--- src/rtl/cnn_pkg.sv ---
// cnn_pkg: shared widths, FSM encoding and the ReLU/shift/saturate helper
// used by the npcnn post-processing stages.
package cnn_pkg;
    localparam int PIX_W = 8;
    localparam int RES_W = 20;

    typedef enum logic {IDLE, RUN} state_t;

    function automatic logic [PIX_W-1:0] sat_u8(input logic signed [RES_W-1:0] x, input int unsigned shift);
        logic signed [RES_W-1:0] r;
        r = x[RES_W-1] ? '0 : x >>> shift;
        // r is non-negative here, so any bit above the pixel width means overflow
        return (|r[RES_W-1:PIX_W]) ? {PIX_W{1'b1}} : r[PIX_W-1:0];
    endfunction
endpackage

--- src/rtl/relu_quant.sv ---
// relu_quant: combinational ReLU, arithmetic right shift and unsigned 8-bit
// saturation of one signed result.
module relu_quant
    import cnn_pkg::*;
#(
    parameter int DW    = RES_W,
    parameter int SHIFT = 4
) (
    input  logic [DW-1:0]    data_i,
    output logic [PIX_W-1:0] pix_o
);
    if (DW > RES_W) begin : g_chk
        $error("relu_quant: DW must not exceed RES_W");
    end

    assign pix_o = sat_u8(RES_W'($signed(data_i)), SHIFT);
endmodule

--- src/rtl/relu_maxpool.sv ---
// relu_maxpool: quantises each conv result, then max-pools the OSxOS raster frame
// in non-overlapping PWxPW windows into (OS/PW)^2 registered 8-bit pixels.
module relu_maxpool
    import cnn_pkg::*;
#(
    parameter int OS    = 4,
    parameter int PW    = 2,
    parameter int DW    = 20,
    parameter int SHIFT = 4
) (
    input  logic             clk,
    input  logic             reset,
    input  logic             go,
    input  logic             in_valid,
    input  logic [DW-1:0]    in_data,
    output logic             out_valid,
    output logic [PIX_W-1:0] out_data,
    output logic             done,
    output logic             busy
);
    localparam int NP  = OS / PW;
    localparam int CW  = $clog2(OS + 1);
    localparam int PCW = (NP > 1) ? $clog2(NP) : 1;

    if (PW < 1 || OS % PW != 0) begin : g_chk
        $error("relu_maxpool: OS must be a multiple of PW");
    end

    state_t           state_q, state_d;
    logic [CW-1:0]    row_q, row_d, col_q, col_d, cph, rph;
    logic [PIX_W-1:0] hmax_q, hmax_d, out_data_q, out_data_d;
    logic [PIX_W-1:0] q, m, lb_v, emit_v, lb_d;
    logic [PIX_W-1:0] lb_q [NP];
    logic [PCW-1:0]   pc;
    logic             out_valid_q, out_valid_d, done_q, done_d;
    logic             acc, start, last_col, last_row, emit, lb_we;

    relu_quant #(.DW(DW), .SHIFT(SHIFT)) u_quant (
        .data_i(in_data),
        .pix_o (q)
    );

    always_comb begin
        cph        = col_q % CW'(PW);
        rph        = row_q % CW'(PW);
        pc         = PCW'(col_q / CW'(PW));
        lb_v       = lb_q[pc];
        acc        = (state_q == RUN) && in_valid;
        // go is blind during the done cycle so a frame cannot restart on its own final pulse
        start      = (state_q == IDLE) && go && !done_q;
        last_col   = col_q == CW'(OS - 1);
        last_row   = row_q == CW'(OS - 1);
        m          = (cph != '0 && hmax_q > q) ? hmax_q : q;
        emit_v     = (PW > 1 && lb_v > m) ? lb_v : m;
        emit       = acc && cph == CW'(PW - 1) && rph == CW'(PW - 1);
        lb_we      = acc && PW > 1 && cph == CW'(PW - 1) && rph != CW'(PW - 1);
        lb_d       = (rph == '0) ? m : emit_v;
        hmax_d     = acc ? m : hmax_q;
        out_valid_d = emit;
        out_data_d = emit ? emit_v : out_data_q;
        done_d     = emit && last_row && last_col;
        state_d    = start ? RUN : state_q;
        row_d      = start ? '0 : row_q;
        col_d      = start ? '0 : col_q;
        if (acc) begin
            col_d   = last_col ? '0 : col_q + 1'b1;
            row_d   = last_col ? (last_row ? '0 : row_q + 1'b1) : row_q;
            state_d = (last_col && last_row) ? IDLE : RUN;
        end
    end

    always_ff @(posedge clk or negedge reset) begin
        if (!reset) begin
            state_q     <= IDLE;
            row_q       <= '0;
            col_q       <= '0;
            hmax_q      <= '0;
            out_valid_q <= 1'b0;
            out_data_q  <= '0;
            done_q      <= 1'b0;
            for (int i = 0; i < NP; i++) lb_q[i] <= '0;
        end else begin
            state_q     <= state_d;
            row_q       <= row_d;
            col_q       <= col_d;
            hmax_q      <= hmax_d;
            out_valid_q <= out_valid_d;
            out_data_q  <= out_data_d;
            done_q      <= done_d;
            for (int i = 0; i < NP; i++) begin
                if (start) lb_q[i] <= '0;
                else if (lb_we && PCW'(i) == pc) lb_q[i] <= lb_d;
            end
        end
    end

    assign out_valid = out_valid_q;
    assign out_data  = out_data_q;
    assign done      = done_q;
    assign busy      = state_q == RUN;
endmodule

--- config.mk ---
export PLATFORM = sky130hd
export DESIGN_NAME = relu_maxpool
export DESIGN_NICKNAME = d
export VERILOG_FILES = /design/src/rtl/cnn_pkg.sv /design/src/rtl/relu_quant.sv /design/src/rtl/relu_maxpool.sv
export SDC_FILE = /design/constraint.sdc
export NUM_CORES = 1
export LEC_CHECK = 0
export ABC_CLOCK_PERIOD_IN_PS = 4850
export CORE_UTILIZATION = 50
export CTS_BUF_LIST = sky130_fd_sc_hd__clkbuf_4 sky130_fd_sc_hd__clkbuf_8
export DETAILED_ROUTE_END_ITERATION = 10
export PLACE_DENSITY = 0.81
export SYNTH_ARGS = -nofsm -noshare
export SYNTH_HDL_FRONTEND = slang
export SYNTH_SLANG_ARGS = --single-unit
--- constraint.sdc ---
create_clock -name clk -period 4.85 [get_ports clk]
set_input_delay 0.485 -clock clk [delete_from_list [all_inputs] [get_ports clk]]
set_output_delay 0.485 -clock clk [all_outputs]
set_load 0.02 [all_outputs]
# Yosys cells after proc, flatten, opt, wreduce, memory -nomap -nowiden
# Index checks and enable logic that the tools add are counted.
dict set report word_totals {
  regBits 41
  romBits 0
  mem_count 0
  mem_bits_rw 0
  input_bits 24
  out_inout_bits 11
  latchBits 0
}
dict set report op_classes {
  div 0
  bitwise_logic 4
  n_mul 0
  shifts 0
  n_addsub 2
  muxes 21
  order_cmp 3
  n_eq_ne 3
  n_reduce_logical 19
}
# op n
set ops {}
lappend ops {{8-bit two-way mux} 11}
lappend ops {{3-bit two-way mux} 6}
lappend ops {{8-bit > comparator} 2}
lappend ops {{15-bit two-way mux} 1}
lappend ops {{1-bit logical AND} 12}
lappend ops {{12-bit OR reduction} 1}
lappend ops {{3-bit by 1-bit adder with 3-bit output (second input constant)} 2}
lappend ops {{3-bit by 2-bit == test with 1-bit output (second input constant)} 2}
lappend ops {{2-bit nonzero test} 3}
lappend ops {{3-bit zero test} 1}
lappend ops {{1-bit two-way mux} 3}
lappend ops {{1-bit inverter} 3}
lappend ops {{2-bit greater-or-equal comparator (second input constant)} 1}
lappend ops {{2-bit by 1-bit inequality test with 1-bit output (second input constant)} 1}
lappend ops {{1-bit inverter with 2-bit output} 1}
lappend ops {{2-bit AND reduction} 1}
lappend ops {{1-bit zero test} 1}

# Depth between registers and ports, before layout
dict set report depth {
  word_depth 11
  ltp_mapped 20
  mapped_depth_nobuf 19
}

# Modules after synthesis
# From an unflattened synthesis, not the netlist that was laid out.
dict set report unflattened {
  hier_cells 244
  hier_area_um2 2311.0
}
# module area_each_um2 cells_each instances
set by_module_without_submodules {}
lappend by_module_without_submodules {relu_maxpool 2197.1 224 1}
lappend by_module_without_submodules {relu_quant 113.9 20 1}

# Worst setup path before layout
# No wires, ideal clock.
dict set report synth_path {
  path_kind {input to register}
  start {in in_data[17]}
  end {reg out_data_q[1] (netlist: out_data[1])}
  arrival_time_ns 4.280
  t_required_ns 4.760
  path_buffers 1
  stages 19
  slack_ns 0.479
  cell_sequence {nor4_4 > nand2_1 > nor2_1 > nor2_1 > inv_1 > ha_1 > and4_4 > and2_1 > and3_1 > a211oi_4 > mux2i_1 > ha_1 > and3_1 > o21a_1 > o31ai_1 > a21bo_2 > buf_1 > nand2_1 > o221ai_1}
}
dict set report synth_between {
  elab_chain_len 8
}
# item line
set synth_rtl {}
lappend synth_rtl {{start, declared} relu_maxpool.sv:15} ;# input logic [DW-1:0] in_data,
lappend synth_rtl {{15-bit two-way mux *} cnn_pkg.sv:11} ;# r = x[RES_W-1] ? '0 : x >>> shift;
lappend synth_rtl {{12-bit OR reduction *} cnn_pkg.sv:13} ;# return (|r[RES_W-1:PIX_W]) ? {PIX_W{1'b1}} : r[PIX_W-1:0];
lappend synth_rtl {{8-bit two-way mux *} cnn_pkg.sv:13}
lappend synth_rtl {{8-bit > comparator} relu_maxpool.sv:53} ;# m = (cph != '0 && hmax_q > q) ? hmax_q : q;
lappend synth_rtl {{1-bit logical AND} relu_maxpool.sv:53}
lappend synth_rtl {{8-bit two-way mux *} relu_maxpool.sv:53}
lappend synth_rtl {{8-bit > comparator} relu_maxpool.sv:54} ;# emit_v = (PW > 1 && lb_v > m) ? lb_v : m;
lappend synth_rtl {{8-bit two-way mux *} relu_maxpool.sv:54}
lappend synth_rtl {{end signal, assigned} relu_maxpool.sv:88} ;# out_data_q <= out_data_d;
lappend synth_rtl {{end, declared} relu_maxpool.sv:31} ;# logic [PIX_W-1:0] hmax_q, hmax_d, out_data_q, out_data_d;
# Mark *: on every way between the ends. The rest lies on a longest branch, timed or not.
# A chain may end at the register's enable or synchronous reset.

# Worst setup path in the final report
# Same ends and word-level chain as after synthesis.

==> metrics.txt <==
Synth Area per Inst=9.972 sq um; Placement Cell Area=2823 sq um; main combinational cell family by area after synthesis=simple AND/OR/NAND/NOR gates; synthesized instance count=between 200 and 250; Power Dens Cells=approximately 560 nW/um^2; max cap viols=0; Synth warnings=0; worst-path cell chain=clkdlybuf4s50_1 > nor4_4 > nand2_1 > nor2_1 > nor2_1 > inv_1 > ha_1 > nor2b_1 > or3_1 > a311oi_2 > a211oi_4 > buf_12 > mux2i_1 > ha_1 > and3_1 > o21a_1 > o31ai_1 > a21bo_2 > nand2_1 > o221ai_1; design area=~3000 sq um; vias post-DR=between 1500 and 2000; Synth Area in Simple Gates=approximately 20%; layout cells sized above 1=between 10% and 20%; IO Port Bufs=30; Synth area leaders=dfrtp_1 44%, ha_1 9.0%, mux2_2 6.7%, nand3_1 4.5%, nand2_1 3.8%; initial antenna violation count=0; FF-to-FF Start=hmax_q[7]$_DFFE_PN0P_; drt drc=6; Die Y=around 71 microns; Yosys cell types=44; die width=70.61 microns; Mapped Area=about 2400 sq um; CTS clk-pin slew, worst paths=approximately 0.08 ns; outcome=finished, violations left; Core Box Area=approximately 4400 sq um; total global routing overflow=0; Max clock buf depth=2; DRT Wirelength=between 5000 and 6000 microns; largest stage delay on the critical path=between 0.4 and 0.5 ns; initial DRC count=~180; final hold vios=0; crit share post-route=90.87%; n_diodes=0; failing checks=DRC; largest net degree at the start of global routing=42; CP max-delay cell=clkdlybuf4s50_1; RSZ-0062 raised after global routing=no; P&R area growth vs syn=26.16%; drt pass-1 iters=7; total leakage power=around 1.4 nW; crit path from=in_data[17]; wire length of the first global-routing pass=about 9000 microns; Final #Nets=~320; Synth Register Bits=41; WS Path Type=in -> reg; number of fillers in the final layout=338; Final setup viols=0; min cycle time layout=approximately 4.4 ns; critical path's top delay family=simple AND/OR/NAND/NOR gates; total track usage=a little under a quarter; Sequential Area=just over 1000 sq um; Post-Syn Nets=277; Yosys top cell area share=between 40% and 50%; Critical Path Start Type=input pin; WHS=about 0.32 ns; Final Power=between 1.5 and 2 mW; Rel. slew slack=38.46%; clk sinks=just over 40; DR WL/cell=about 15 microns; crit-path max FO=7; CP Capture Type=register; Worst Clk Skew=around 0.0067 ns; maximum vdd ir drop=0.0003257 V; Synth Flop Type=dfrtp_1; post-route ant nets=0; CP required=between 5 and 6 ns; HPWL after DPL=3691 microns; Site Rows=24; fmax=approximately 230 MHz; Synth Area in Compound Gates=14.14%; vias in the first global route=2001; via/cell ratio=between 5 and 6; EDFF count, synth=0; share of flip-flops with an asynchronous set or reset=100.0%; H-tree levels=2; Worst Max-Slew Pin Slew=approximately 0.92 ns; sequential area share after synthesis=between 40% and 50%; Yosys top cell by area=dfrtp_1; Worst-Skew Late Latency=about 0.30 ns; max-slew violations=0; CP bufs+invs=3; Adder-Cell Fraction of Synth Area=9.038%; gpl congestion=about 0.8; Multi-input gate area=around 1300 sq um; CTS tree=built; Synth Area in XOR/XNOR=less than 1%; cts hold-fix bufs=0; Critical Path AT=4.62 ns; CTS Buf Count=5; CTS root buf=clkbuf_8; die area=4985 sq um; Worst Hold Class=in -> async; number of I/O pins=35; mux cell area share after synthesis=about 10%; Initial Util=a little over half
path summary, 6_finish.rpt:
path,slack [ns],to,depth (start not counted)
max,0.44,out_data[1]$_DFFE_PN0P_,20
max reg2reg,1.33,out_data[1]$_DFFE_PN0P_,14
min in group clk,0.49,row_q[2]$_DFFE_PN0P_,1
max in group asynchronous,3.96,hmax_q[3]$_DFFE_PN0P_,1
min reg2reg,0.49,row_q[2]$_DFFE_PN0P_,1
min,0.32,col_q[1]$_DFFE_PN0P_,1
cell type report:
class	count	area share (%)
Clock buffer	6	2.781
Multi-Input combinational cell	175	42.35
Inverter	10	1.264
Tap cell	52	2.191
Timing Repair Buffer	49	15.59
Sequential cell	41	34.56
Clock inverter	2	1.264
placed cells by master (no fill, tap or decap), types with 2 or more instances in the layout:
cell type        count
dfrtp_1             41
clkdlybuf4s50_1     29
nand2_1             24
nand3_1             21
o21ai_0             17
ha_1                17
buf_4               17
nor2_1              16
mux2_2              14
inv_1                9
mux2i_1              8
o221ai_1             6
clkbuf_8             6
nor2b_1              5
o21ai_1              5
and3_1               4
and2_1               3
a21o_1               3
nand2b_1             3
nor4_4               2
nor3_1               2
or3_1                2
a21oi_1              2
o21a_1               2
buf_12               2
report_power, final:
| group | total (mW) | switching (mW) | internal (mW) | leakage [nW] |
|---|---|---|---|---|
| Combinational | 0.785 | 0.398 | 0.387 | 0.783 |
| Sequential | 0.575 | 0.103 | 0.472 | 0.512 |
| Clock | 0.290 | 0.123 | 0.167 | 0.0574 |
| Total | 1.65 | 0.624 | 1.03 | 1.35 |
timing repair:
action / CTS / global route
setup endpoints to repair: 0 / 8
resized for setup: 0 / 1
buffers inserted: 0 / 1
hold endpoints to repair: 0 / 0
cells by family (layout without fill, tap and decap cells):
group | count (synthesis) | after routing
compound gates | 48 | 48
xor+xnor | 1 | 1
fa+ha+maj | 17 | 17
buf+inv | 20 | 67
flops | 41 | 41
mux | 22 | 22
simple gates | 87 | 87
per-layer routing:
metal	GRT usage, %	share of wire [%]	vias up
li1	-	-	949
met5	0	0	-
met3	3.989	4.1	9
met2	39.70	50	47
met1	29.63	45	941
met4	6.667	1.1	0
through the flow:
stage	utilization (%)	cells	setup TNS, ns	setup WS, ns
5_1_grt	66.81	335	0	0.07692
3_5_place_dp	63.51	326	-0.6625	-0.09537
2_1_floorplan	-	236	0	0.4795
6_report	66.81	335	0	0.4428
3_3_place_gp	63.51	326	0	0.02429
4_1_cts	66.22	334	0	0.2042
synth_stat cells, types with 2 or more instances:
library cell and number:
mux2i_1 8, nand2_1 24, mux2_2 14, dfrtp_1 41, nor4_4 2, nand2b_1 3, nor2_1 16, o21ai_0 17
nor3_1 2, or3_1 2, nor2b_1 5, and2_1 3, a21o_1 3, inv_1 9, clkbuf_1 7, buf_1 2
ha_1 17, o21a_1 2, o221ai_1 6, a21oi_1 2, nand3_1 21, o21ai_1 5, and3_1 4
state kept, by name (all words and copies together), names as in the netlist:
register,flops
done,1
busy,1
hmax_q,8
lb_q,16
row_q,3
out_data,8
out_valid,1
col_q,3
Power figures use the tool's default switching activity.
